==> src/rtl/lfsr_word_sampler.sv <==
// Samples a free-running whitening LFSR once every SPACING clocks after a post-reset
// warm-up, buffering the words in a 2-entry FIFO behind a valid/ready handshake.
module lfsr_word_sampler #(
    parameter int WIDTH   = 16,
    parameter int SPACING = 16,
    parameter int WARMUP  = 32
) (
    input  logic             clk,
    input  logic             rst_n,
    input  logic             enable,
    input  logic [WIDTH-1:0] lfsr,
    output logic [WIDTH-1:0] out_word,
    output logic             out_valid,
    input  logic             out_ready,
    output logic [7:0]       drop_count
);

    localparam int DEPTH = 2;
    localparam int SP_W  = (SPACING > 1) ? $clog2(SPACING) : 1;
    localparam int WU_W  = (WARMUP > 0) ? $clog2(WARMUP + 1) : 1;
    localparam logic [SP_W-1:0] SP_LAST = SP_W'(SPACING - 1);
    localparam logic [WU_W-1:0] WU_DONE = WU_W'(WARMUP);

    logic [WU_W-1:0]  warm_cnt_reg;
    logic [SP_W-1:0]  sp_reg;
    logic [1:0]       occ_reg;
    logic [1:0]       occ_next;
    logic [7:0]       drop_reg;
    logic [WIDTH-1:0] entry_reg  [DEPTH];
    logic [WIDTH-1:0] entry_next [DEPTH];

    logic       warm_done;
    logic       capture;
    logic       pop;
    logic       accept;
    logic [1:0] base;

    assign warm_done = (warm_cnt_reg == WU_DONE);
    assign capture   = warm_done && enable && (sp_reg == SP_LAST);
    assign pop       = out_valid && out_ready;
    // A full FIFO still takes the new word when the head leaves on the same edge.
    assign accept    = capture && ((occ_reg != 2'd2) || pop);
    assign base      = pop ? (occ_reg - 2'd1) : occ_reg;
    assign occ_next  = occ_reg + {1'b0, accept} - {1'b0, pop};

    assign out_word   = entry_reg[0];
    assign out_valid  = (occ_reg != 2'd0);
    assign drop_count = drop_reg;

    always_ff @(posedge clk or negedge rst_n) begin
        if (!rst_n) begin
            warm_cnt_reg <= '0;
            sp_reg       <= '0;
        end else if (!warm_done) begin
            warm_cnt_reg <= warm_cnt_reg + WU_W'(1);
            sp_reg       <= '0;
        end else if (!enable) begin
            sp_reg <= '0;
        end else begin
            sp_reg <= (sp_reg == SP_LAST) ? '0 : sp_reg + SP_W'(1);
        end
    end

    always_ff @(posedge clk or negedge rst_n) begin
        if (!rst_n) begin
            occ_reg  <= 2'd0;
            drop_reg <= 8'd0;
        end else begin
            occ_reg <= occ_next;
            if (capture && !accept && (drop_reg != 8'hFF))
                drop_reg <= drop_reg + 8'd1;
        end
    end

    // Entry 0 is always the head; a pop shifts everything down one slot and
    // the new word lands just behind whatever remains.
    genvar gi;
    generate
        for (gi = 0; gi < DEPTH; gi++) begin : g_entry
            logic [WIDTH-1:0] shifted;
            if (gi == DEPTH - 1) begin : g_last
                assign shifted = entry_reg[gi];
            end else begin : g_mid
                assign shifted = entry_reg[gi + 1];
            end

            assign entry_next[gi] = (accept && (base == 2'(gi))) ? lfsr
                                  : (pop ? shifted : entry_reg[gi]);

            always_ff @(posedge clk or negedge rst_n) begin
                if (!rst_n)
                    entry_reg[gi] <= '0;
                else
                    entry_reg[gi] <= entry_next[gi];
            end
        end
    endgenerate

endmodule

==> config.mk <==
export PLATFORM = sky130hd
export DESIGN_NAME = lfsr_word_sampler
export DESIGN_NICKNAME = d
export VERILOG_FILES = /design/src/rtl/lfsr_word_sampler.sv
export SDC_FILE = /design/constraint.sdc
export NUM_CORES = 1
export LEC_CHECK = 0
export CORE_MARGIN = 4
export CORE_UTILIZATION = 56
export CTS_CLUSTER_DIAMETER = 150
export CTS_CLUSTER_SIZE = 28
export DETAILED_ROUTE_END_ITERATION = 7
export DONT_BUFFER_PORTS = 1
export HOLD_SLACK_MARGIN = 0.12
export PLACE_DENSITY = 0.74
export SLEW_MARGIN = 10
export SYNTH_ARGS = -nofsm -noshare
export SYNTH_HDL_FRONTEND = slang
export SYNTH_SLANG_ARGS = --single-unit
==> constraint.sdc <==
create_clock -name clk -period 2.2 [get_ports clk]
set_input_delay 0.11 -clock clk [delete_from_list [all_inputs] [get_ports clk]]
set_output_delay 0.11 -clock clk [all_outputs]
set_load 0.01 [all_outputs]
# After elaboration in Yosys (flattened, before gate mapping)
# Index checks and enable logic that the tools add are counted.
word_totals:
  regBits: 52
  input_bits: 20
  word_cells: 36
classes:
  addsub: 6
  n_eq_ne: 5
  muxes: 6
  n_reduce_logical: 13
op_table:
  columns: ["operator", "count"]
  rows:
  - ["16-bit 2-to-1 mux", 2]
  - ["4-bit 2-to-1 mux", 3]
  - ["8-bit by 1-bit adder with 8-bit output (second input constant)", 1]
  - ["1-bit logical AND", 8]
  - ["8-bit != test (second input constant)", 1]
  - ["6-bit by 1-bit adder with 6-bit output (second input constant)", 1]
  - ["6-bit == test (second input constant)", 1]
  - ["4-bit by 1-bit adder with 4-bit output (second input constant)", 1]
  - ["4-bit == test (second input constant)", 1]
  - ["2-bit nonzero test", 2]
  - ["2-bit by 1-bit adder with 2-bit output", 1]
  - ["2-bit by 1-bit == test with 1-bit output (second input constant)", 1]
  - ["2-bit logical NOT", 1]
  - ["2-bit 2-to-1 mux", 1]
  - ["2-bit != test (second input constant)", 1]
  - ["2-bit by 1-bit subtractor with 2-bit output", 1]
  - ["2-bit by 1-bit subtractor with 2-bit output (second input constant)", 1]
  - ["1-bit logical NOT", 1]
  - ["1-bit logical OR", 1]

# Depth between registers and ports, before layout
# Gate-level depths: netlist of the first run.
depth:
  depth_word: 7
  ltp_mapped: 11

# Worst setup path before layout of the first run
# OpenSTA, ideal clock, no wires.
synth_timing:
  path_kind: "register to register"
  start: "register occ_reg[0]"
  end: "register occ_reg[1]"
  setup_ns: 0.123
  arrival_time_ns: 2.123
  setup_slack_ns: -0.045
  stages_incl_launch_ff: 12
  path_buffers: 2
  path_cell_list: "dfrtp_1 inv_1 ha_1 nand2b_1 buf_4 clkbuf_1 a21o_2 ha_1 inv_1 ha_1 xnor2_1 xnor2_1"
synth_via:
  elab_chain_len: 6
  word_cells_on_any_way: 7
synth_lines:
  columns: ["element", "line", "source"]
  rows:
  - ["start, declared", "26", "logic [1:0] occ_reg;"]
  - ["start signal, assigned", "69", "occ_reg <= occ_next;"]
  - ["2-bit nonzero test", "47", "assign out_valid = (occ_reg != 2'd0);"]
  - ["1-bit logical AND", "40", "assign pop = out_valid && out_ready;"]
  - ["1-bit logical OR", "42", "assign accept = capture && ((occ_reg != 2'd2) || pop);"]
  - ["1-bit logical AND", "42", null]
  - ["2-bit by 1-bit adder with 2-bit output", "44", "assign occ_next = occ_reg + {1'b0, accept} - {1'b0, pop};"]
  - ["2-bit by 1-bit subtractor with 2-bit output *", "44", null]
  - ["named net occ_next[1]", "27", "logic [1:0] occ_next;"]
# Mark *: on every way through the listed nets, which the timed path passes. The rest lies on a longest branch.
# A chain may end at the register's enable or synchronous reset.

# Final worst setup path of the first run
layout_timing:
  start: "register warm_cnt_reg[0]"
  end: "register entry_reg (netlist bit out_word[9])"
layout_via:
  elab_chain_len: 6
  word_cells_on_any_way: 7
layout_lines:
  columns: ["element", "line", "source"]
  rows:
  - ["start, declared", "24", "logic [WU_W-1:0] warm_cnt_reg;"]
  - ["start signal, assigned", "55", "warm_cnt_reg <= warm_cnt_reg + WU_W'(1);"]
  - ["6-bit == test *", "38", "assign warm_done = (warm_cnt_reg == WU_DONE);"]
  - ["1-bit logical AND * (2 in a row)", "39", "assign capture = warm_done && enable && (sp_reg == SP_LAST);"]
  - ["1-bit logical AND *", "42", null]
  - ["1-bit logical AND *", "87", "assign entry_next[gi] = (accept && (base == 2'(gi))) ? lfsr"]
  - ["16-bit 2-to-1 mux / 2-bit nonzero test (equally long branches)", null, null]
  - ["end signal, assigned by index", "94", "entry_reg[gi] <= entry_next[gi];"]
  - ["end, declared", "29", "logic [WIDTH-1:0] entry_reg [DEPTH];"]
# Every way passes the cells marked *; elsewhere a longest branch is shown, timed or not.

==> results of run 1 <==
## final cells by class
type	instances	area, um2
clock buffers	7	96.3
clock inverters	1	30.0
fillers	316	1440
inverters	8	30.0
multi-input cells	144	1150
flip-flops and latches	52	1300
well taps	52	65.1
repair buffers	28	275
## worst max-delay path by stage
stage / start / endpoint / slack [ns] / cells after the start
final: warm_cnt_reg[0]$_DFFE_PN0N_ / out_word[9]$_DFFE_PN0P_ / 0.10 / 8
after global routing: warm_cnt_reg[0]$_DFFE_PN0N_ / occ_reg[1]$_DFF_PN0_ / -0.01 / 10
after CTS: warm_cnt_reg[0]$_DFFE_PN0N_ / occ_reg[1]$_DFF_PN0_ / 0.08 / 10
after detailed placement: warm_cnt_reg[0]$_DFFE_PN0N_ / occ_reg[1]$_DFF_PN0_ / 0.11 / 10
after global placement: warm_cnt_reg[0]$_DFFE_PN0N_ / occ_reg[1]$_DFF_PN0_ / 0.17 / 10
after floorplan: occ_reg[0]$_DFF_PN0_ / occ_reg[1]$_DFF_PN0_ / 0.04 / 11
## cell families (layout without fill, tap and decap cells)
group                      Yosys count  count (layout)  synth area share (%)
muxes                               34              34                  18.0
buffers and inverters               16              44                  4.38
DFF                                 52              52                  51.2
xor gates and xnor gates            15              15                  5.17
AOI/OAI and AO/OA                    7               7                  2.31
adders and majority gates            8               8                  3.94
and+or+nand+nor                     80              80                  15.0
## worst register-to-register path: stages (launching register included)
cell and delay [ns]:
dfrtp_2 0.43, inv_1 0.07, ha_1 0.15, nor4b_4 0.25, nand4_4 0.13, buf_4 0.15
a221o_1 0.25, buf_4 0.23, mux2_4 0.33
## per-layer routing
layer	wire length [um]	share of wire, %	global-route usage [%]	vias to the layer above
met4	70	1.6	4.66	0
met3	209	4.8	4.49	6
met2	2150	49	28.3	34
met5	0	0	0	-
met1	1950	45	21.1	748
li1	-	-	-	772
## through the flow
stage	hold WS, ns	utilization, %	setup slack [ns]	cells
after floorplan	-0.186	-	0.0422	212
after global placement	-0.184	58.6	0.166	261
after detailed placement	-0.184	58.6	0.111	261
after CTS	0.239	66.3	0.0819	288
after global routing	0.255	67.2	-0.00985	292
final	0.243	67.2	0.100	292
## report_power, final
part           internal, mW  switching [mW]
Sequential            0.980          0.0242
Clock                 0.402           0.304
Combinational         0.133           0.201
## timing repair
action,4_1_cts,5_1_grt
hold buffers,19,0
resized for setup,0,3
setup endpoints to repair,0,1
setup buffers,0,4
endpoints found under the hold margin,88,0
## synth_stat cells (2+ instances only)
library cell	number	area, um2
dfrtp_1	52	1300
nand2_1	51	191
mux2_4	20	300
mux2_2	14	158
nand3_1	11	55.1
ha_1	8	100
xnor2_1	8	70.1
inv_1	7	26.3
xor2_1	7	61.3
nor3_1	4	20.0
clkbuf_1	3	11.3
nor2_1	3	11.3
nor4_1	3	18.8
a221o_1	2	20.0
and3_1	2	12.5
buf_12	2	40.0
buf_6	2	22.5
## cells in the final DEF, fill, tap and decap left out, types with 2 or more instances in the layout
cell,instances
xnor2_1,7
clkbuf_8,7
a221o_1,2
dfrtp_1,51
nor2_1,3
nand3_1,11
dlygate4sd3_1,18
and3_1,2
ha_1,7
nand2_1,51
xor2_1,7
nor3_1,4
inv_1,7
mux2_2,14
mux2_4,20
nor4_1,3
buf_4,9
==> flow_summary.json, run 1 <==
{
  "status": "completed",
  "ant_nets": 0,
  "cts_sinks": 52,
  "grt_pass1_wl_um": 7250,
  "io_buffers": 0,
  "placed_area_mm2": 0.00257,
  "ir_worst_vdd_mv": 0.391,
  "cp.arrival_ns": 2.29,
  "yosys_register_bits": 52,
  "drc": 0,
  "rrSetupSlack_ns": 0.10,
  "async_reset_ff_share_pct": 100,
  "drv_slew": 0,
  "crit_fanout": 16,
  "cp_slowest_cell": "dfrtp_2",
  "antenna_cells": 0,
  "path_class": "flip-flop to flip-flop",
  "track_usage_pct": 16.7,
  "grt_pass1_vias": 1598,
  "p_per_area_mw_per_mm2": 693,
  "setup_violations": 0,
  "hpwl_um": 2910,
  "clkLatencyLatePin_ns": 0.30,
  "yosys_warnings": 0,
  "overflow": 0,
  "reg2reg_to": "out_word[9]$_DFFE_PN0P_",
  "cts_buffers": 5,
  "rr_worst_depth": 8,
  "relSlewSlack_pct": 65.2,
  "die_area_mm2": 0.00568,
  "wl_per_cell_um": 15.0,
  "hold_path_class": "input pin to flip-flop",
  "synth_edf_count": 0,
  "gp_congestion": 0.777,
  "cts-root-buf": "clkbuf_8",
  "netlist_area_mm2": 0.00254,
  "grt_max_degree": 53,
  "maxCapViolations": 0,
  "h-tree-depth": 2,
  "fp.dieW_um": 75.4,
  "antenna_found_initial": 0,
  "synth_flop_cell": "dfrtp_1",
  "drive_gt1_share_pct": 25.4,
  "cp-start-kind": "flip-flop",
  "worstHoldPathCells": 4,
  "num_io_pins": 45,
  "cts_tree": "built",
  "finalCriticalPeriod_ns": 2.10,
  "synthCells": 212,
  "finalCritPeriodShare_pct": 95.4,
  "slowest_delay_ns": 0.43,
  "clk_path_buf_depth": 2,
  "p_leak_nw": 1.57,
  "crit_required_ns": 2.39,
  "syn_to_final_growth_pct": 15.9,
  "finClkSkew_ns": 0.00725,
  "yosys.cell_types.count": 30,
  "clkSlewWorstSetupHoldPaths_ns": 0.09,
  "hold_viol": 0,
  "holdPathEnd": "drop_count[2]$_DFFE_PN0P_",
  "die_h_um": 75.4,
  "drt-vias-per-instance": 5.34,
  "hold_start": "enable",
  "initial_core_util_pct": 58.0,
  "path_common_cell": "buf_4",
  "path_cells": "inv_1 > ha_1 > nor4b_4 > nand4_4 > buf_4 > a221o_1 > buf_4 > mux2_4",
  "r2r_start": "warm_cnt_reg[0]$_DFFE_PN0N_",
  "nets": 267,
  "wirelength_um": 4380,
  "drtIter0Drc": 117,
  "cp_num_buf_inv": 3,
  "fin_area_mm2": 0.00295,
  "avgSynthCellArea_um2": 12.0,
  "synthesis.nets": 240,
  "crit_family": "buffers and inverters",
  "first_pass_iters": 4,
  "fmax_mhz": 476,
  "endpoint_kind": "flip-flop",
  "seq_area_frac_synth_pct": 51.2,
  "power_mw": 2.04,
  "vias": 1560,
  "core-area_mm2": 0.00438,
  "tns_ns": 0,
  "row_count": 24,
  "tightest_slew_ns": 0.520
}
Power figures use the tool's default switching activity.
==> run 2: changes to the inputs <==
--- a/config.mk
+++ b/config.mk
@@ -12,7 +12,7 @@
 export DETAILED_ROUTE_END_ITERATION = 7
 export DONT_BUFFER_PORTS = 1
 export HOLD_SLACK_MARGIN = 0.12
-export PLACE_DENSITY = 0.74
+export PLACE_DENSITY = 0.71
 export SLEW_MARGIN = 10
 export SYNTH_ARGS = -nofsm -noshare
 export SYNTH_HDL_FRONTEND = slang
==> constraint.sdc (replaced) <==
create_clock -name clk -period 2.6 [get_ports clk]
set_input_delay 0.13 -clock clk [delete_from_list [all_inputs] [get_ports clk]]
set_output_delay 0.13 -clock clk [all_outputs]
set_load 0.01 [all_outputs]
==> flow_summary.json, run 2 (synthesized netlist as in run 1, its figures left out) <==
{
  "dp_cells": 261,
  "gp_congestion": 0.809,
  "seq_power_share_pct": 52.7,
  "overflow": 0,
  "clk_path_buf_depth": 2,
  "final_cell_mix": "dfrtp_1 (52), nand2_1 (51), mux2_4 (20), dlygate4sd3_1 (18), mux2_2 (14)",
  "path_class": "flip-flop to flip-flop",
  "tightest_slew_ns": 0.515,
  "drv_slew": 0,
  "drt-vias-per-instance": 5.60,
  "finalCriticalPeriod_ns": 2.40,
  "drc": 0,
  "grtUsageMet1_pct": 22.8,
  "die_h_um": 75.4,
  "p_leak_nw": 1.54,
  "p_per_area_mw_per_mm2": 559,
  "vias": 1614,
  "fillers": 328,
  "clockPowerShare_pct": 30.1,
  "grt.busiest_layer": "met2",
  "crit_required_ns": 2.84,
  "rsz0062_at_grt": "no",
  "multi_input_area_mm2": 0.00113,
  "p_int_mw": 1.13,
  "row_count": 24,
  "clkLatencyLatePin_ns": 0.32,
  "power_mw": 1.62,
  "track_usage_pct": 19.3,
  "nets": 263,
  "grt_pass1_wl_um": 8140,
  "fp.dieW_um": 75.4,
  "slowest_delay_ns": 0.42,
  "cts_buffers": 5,
  "cts-root-buf": "clkbuf_8",
  "first_pass_iters": 4,
  "finalCritPeriodShare_pct": 92.4,
  "drtIter0Drc": 89,
  "clkSlewWorstSetupHoldPaths_ns": 0.10,
  "hold_viol": 0,
  "cts_sinks": 52,
  "antenna_found_initial": 0,
  "worst_slack_ns": 0.197,
  "path_common_cell": "ha_1",
  "relSlewSlack_pct": 65.5,
  "wl_per_cell_um": 17.1,
  "ir_worst_vdd_mv": 0.485,
  "endpoint_kind": "flip-flop",
  "combPwrFrac_pct": 17.3,
  "hold_path_class": "input pin to flip-flop",
  "fin_cells": 288,
  "fin_area_mm2": 0.00289,
  "placed_area_mm2": 0.00259,
  "grt_max_degree": 53,
  "setup_violations": 0,
  "ant_nets": 0,
  "final_common_cell": "dfrtp_1",
  "tns_ns": 0,
  "hpwl_um": 3450,
  "core-area_mm2": 0.00438,
  "cp-start-kind": "flip-flop",
  "path_cells": "inv_1 > ha_1 > nand2b_1 > clkinv_1 > buf_4 > ha_1 > inv_1 > ha_1 > xnor2_1 > xnor2_1",
  "grt_pass1_vias": 1719,
  "regArea_mm2": 0.00130,
  "place_ws_ns": 0.139,
  "h-tree-depth": 2,
  "swShare_pct": 30.1,
  "cp_slowest_cell": "dfrtp_1",
  "cts_tree": "built",
  "cp.depth": 10,
  "drive_gt1_share_pct": 23.3,
  "die_area_mm2": 0.00568,
  "wirelength_um": 4910,
  "power.net_switching_uw": 486,
  "crit_family": "buffers and inverters",
  "syn_to_final_growth_pct": 13.8,
  "rr_worst_depth": 10,
  "io_buffers": 0,
  "finClkSkew_ns": 0.0161,
  "status": "completed",
  "grt_util_met3_pct": 6.73,
  "initial_core_util_pct": 58.0,
  "maxCapViolations": 0,
  "antenna_cells": 0,
  "cp.arrival_ns": 2.64,
  "cp_num_buf_inv": 4,
  "crit_fanout": 11,
  "met2_usage_pct": 32.6,
  "num_io_pins": 45,
  "worstHoldPathCells": 3,
  "fmax_mhz": 416
}
==> run 2: final timing paths <==
kind	slack [ns]	startpoint	end
setup / recovery	0.20	occ_reg[0]$_DFF_PN0_	occ_reg[1]$_DFF_PN0_
hold / removal	0.20	enable	drop_count[3]$_DFFE_PN0P_
setup reg to reg	0.20	occ_reg[0]$_DFF_PN0_	occ_reg[1]$_DFF_PN0_
hold reg to reg	0.50	sp_reg[0]$_DFF_PN0_	sp_reg[0]$_DFF_PN0_
max in group asynchronous	2.04	rst_n	occ_reg[0]$_DFF_PN0_
min in group asynchronous	0.33	rst_n	g_entry[0].shifted[14]$_DFFE_PN0P_
==> run 2: cell type report <==
type | count | share of cell area (%)
timing repair buffer | 24 | 9.34
clock buffer | 5 | 2.38
inverter | 8 | 1.04
sequential | 52 | 45.0
tap | 52 | 2.25
clock inverter | 3 | 0.908
multi-input combinational | 144 | 39.1
==> run 2: layer usage <==
layer	share of wire, %	up-vias
met5	0	-
met4	1.4	0
met3	5.9	6
met2	53	37
met1	40	812
li1	-	759
==> run 2: repair_timing <==
action | in CTS | in global routing
gates resized for setup | 0 | 2
endpoints found under the setup margin | 0 | 13
endpoints found under the hold margin | 88 | 0
buffers inserted | 0 | 0
hold buffers | 19 | 0
==> run 2: per-stage QoR <==
step | utilization (%) | hold WS, ns
after floorplan | - | -0.166
after global placement | 59.0 | -0.164
after detailed placement | 59.0 | -0.163
after CTS | 66.0 | 0.189
after global routing | 66.0 | 0.194
final | 66.0 | 0.200
==> run 2: power groups by stage <==
| stage | Sequential (mW) | Combinational [mW] | Clock (mW) |
|---|---|---|---|
| floorplan | 0.861 | 0.171 | 0 |
| global placement | 0.864 | 0.214 | 0 |
| detailed placement | 0.867 | 0.235 | 0 |
| CTS | 0.851 | 0.284 | 0.497 |
| global route | 0.854 | 0.309 | 0.535 |
| finish | 0.852 | 0.279 | 0.486 |
==> run 2: worst min-delay path: stages <==
cell	delay (ns)
nand4_4	0.13
nor3_1	0.08
xor2_1	0.12
==> run 3: changes to the inputs <==
==> constraint.sdc (replaced) <==
create_clock -name clk -period 2.6 [get_ports clk]
set_input_delay 0.39 -clock clk [delete_from_list [all_inputs] [get_ports clk]]
set_output_delay 0.39 -clock clk [all_outputs]
set_load 0.01 [all_outputs]
==> flow_summary.json, run 3 (synthesized netlist as in run 1, its figures left out) <==
{
  "core-area_mm2": 0.00438,
  "regArea_mm2": 0.00130,
  "tightest_slew_ns": 0.515,
  "overflow": 0,
  "tns_ns": 0,
  "rsz0062_at_grt": "no",
  "finalCritPeriodShare_pct": 92.4,
  "p_leak_nw": 1.46,
  "num_io_pins": 45,
  "vias": 1546,
  "maxCapViolations": 0,
  "rr_worst_depth": 10,
  "cts_buffers": 5,
  "placed_area_mm2": 0.00259,
  "reg2reg_to": "occ_reg[1]$_DFF_PN0_",
  "die_h_um": 75.4,
  "nets": 246,
  "cts-root-buf": "clkbuf_8",
  "seq_power_share_pct": 53.6,
  "swShare_pct": 29.9,
  "hold_viol": 0,
  "hold_start": "lfsr[7]",
  "clkSlewWorstSetupHoldPaths_ns": 0.11,
  "fp.dieW_um": 75.4,
  "p_int_mw": 1.11,
  "crit_required_ns": 2.83,
  "endpoint_kind": "flip-flop",
  "relSlewSlack_pct": 65.5,
  "place_ws_ns": 0.139,
  "holdPathEnd": "g_entry[0].shifted[7]$_DFFE_PN0P_",
  "track_usage_pct": 18.7,
  "wirelength_um": 4770,
  "fmax_mhz": 416,
  "drive_gt1_share_pct": 25.1,
  "status": "completed",
  "finalCriticalPeriod_ns": 2.40,
  "path_class": "flip-flop to flip-flop",
  "p_per_area_mw_per_mm2": 584,
  "grt_pass1_wl_um": 7940,
  "grt_pass1_vias": 1662,
  "worstHoldPathCells": 1,
  "fin_cells": 271,
  "setup_violations": 0,
  "combPwrFrac_pct": 16.0,
  "first_pass_iters": 4,
  "syn_to_final_growth_pct": 7.14,
  "clk_path_buf_depth": 2,
  "path_common_cell": "ha_1",
  "antenna_found_initial": 0,
  "fin_util_pct": 62.1,
  "cts_sinks": 52,
  "power.net_switching_uw": 476,
  "h-tree-depth": 2,
  "worst_slack_ns": 0.199,
  "initial_core_util_pct": 58.0,
  "wl_per_cell_um": 17.6,
  "final_common_cell": "dfrtp_1",
  "clockPowerShare_pct": 30.5,
  "grt_max_degree": 53,
  "ant_nets": 0,
  "finClkSkew_ns": 0.0145,
  "crit_fanout": 11,
  "drc": 0,
  "gp_congestion": 0.809,
  "cp-start-kind": "flip-flop",
  "hpwl_um": 3450,
  "final_cell_mix": "dfrtp_1 (52), nand2_1 (51), mux2_4 (20), mux2_2 (14), nand3_1 (11)",
  "drtIter0Drc": 98,
  "cp_slowest_cell": "dfrtp_1",
  "ir_worst_vdd_mv": 0.480,
  "dp_cells": 261,
  "rrSetupSlack_ns": 0.20,
  "cts_tree": "built",
  "path_cells": "inv_1 > ha_1 > nand2b_1 > clkinv_1 > buf_4 > ha_1 > inv_1 > ha_1 > xnor2_1 > xnor2_1",
  "drv_slew": 0,
  "antenna_cells": 0,
  "clkLatencyLatePin_ns": 0.31,
  "row_count": 24,
  "fillers": 345,
  "r2r_start": "occ_reg[0]$_DFF_PN0_",
  "hold_path_class": "input pin to flip-flop",
  "drt-vias-per-instance": 5.70,
  "slowest_delay_ns": 0.42,
  "die_area_mm2": 0.00568,
  "cp.arrival_ns": 2.64,
  "fin_area_mm2": 0.00272,
  "multi_input_area_mm2": 0.00113,
  "io_buffers": 0
}
==> run 3: cell types whose count changed in the layout (fill, tap and decap cells not counted) <==
cell / previous run / this run
dlygate4sd3_1: 18 / 1
==> run 3: area by class of cell <==
| class | instances | area share [%] |
|---|---|---|
| clock buffers | 5 | 2.53 |
| clock inverters | 3 | 0.965 |
| flip-flops and latches | 52 | 47.8 |
| well taps | 52 | 2.39 |
| repair buffers | 7 | 3.67 |
| multi-input cells | 144 | 41.6 |
| inverters | 8 | 1.10 |
==> run 3: worst max path at each step <==
stage | slack [ns] | depth (start not counted) | from | endpoint
2_1_floorplan | 0.35 | 11 | occ_reg[0]$_DFF_PN0_ | occ_reg[1]$_DFF_PN0_
3_3_place_gp | 0.31 | 8 | occ_reg[0]$_DFF_PN0_ | g_entry[0].shifted[6]$_DFFE_PN0P_
3_5_place_dp | 0.14 | 8 | occ_reg[0]$_DFF_PN0_ | out_word[9]$_DFFE_PN0P_
4_1_cts | 0.12 | 8 | occ_reg[0]$_DFF_PN0_ | out_word[9]$_DFFE_PN0P_
5_1_grt | 0.03 | 10 | occ_reg[0]$_DFF_PN0_ | occ_reg[1]$_DFF_PN0_
6_report | 0.20 | 10 | occ_reg[0]$_DFF_PN0_ | occ_reg[1]$_DFF_PN0_
==> run 3: through the flow <==
| stage | hold slack [ns] | total power [mW] |
|---|---|---|
| global placement | 0.0962 | 1.08 |
| finish | 0.211 | 1.59 |
| detailed placement | 0.0968 | 1.10 |
| floorplan | 0.0944 | 1.03 |
| global route | 0.188 | 1.67 |
| CTS | 0.203 | 1.61 |
==> run 3: per-layer routing <==
| layer | routed length, um | vias to the layer above | track usage, % |
|---|---|---|---|
| met3 | 309 | 6 | 6.86 |
| met2 | 2460 | 42 | 31.0 |
| li1 | - | 724 | - |
| met1 | 1940 | 774 | 22.6 |
| met4 | 55 | 0 | 6.41 |
| met5 | 0 | - | 0 |
==> run 3: power by group through the flow <==
stage          Clock [mW]  Sequential, mW  Combinational [mW]
6_report            0.484           0.852               0.254
5_1_grt             0.536           0.854               0.282
4_1_cts             0.497           0.851               0.259
3_5_place_dp            0           0.867               0.235
3_3_place_gp            0           0.864               0.214
2_1_floorplan           0           0.861               0.171
==> run 3: worst max-delay path, delay by kind of cell, from the launching register on <==
family | cells | cell delay [ns]
buffers and inverters | 4 | 0.72
adders and majority gates | 3 | 0.64
DFF | 1 | 0.42
xor gates and xnor gates | 2 | 0.30
and+or+nand+nor | 1 | 0.24
==> run 3: timing repair <==
action,CTS,global route
setup endpoints to repair,0,12
setup buffers,0,0
endpoints found under the hold margin,52,0
gates resized for setup,0,2
hold buffers,2,0
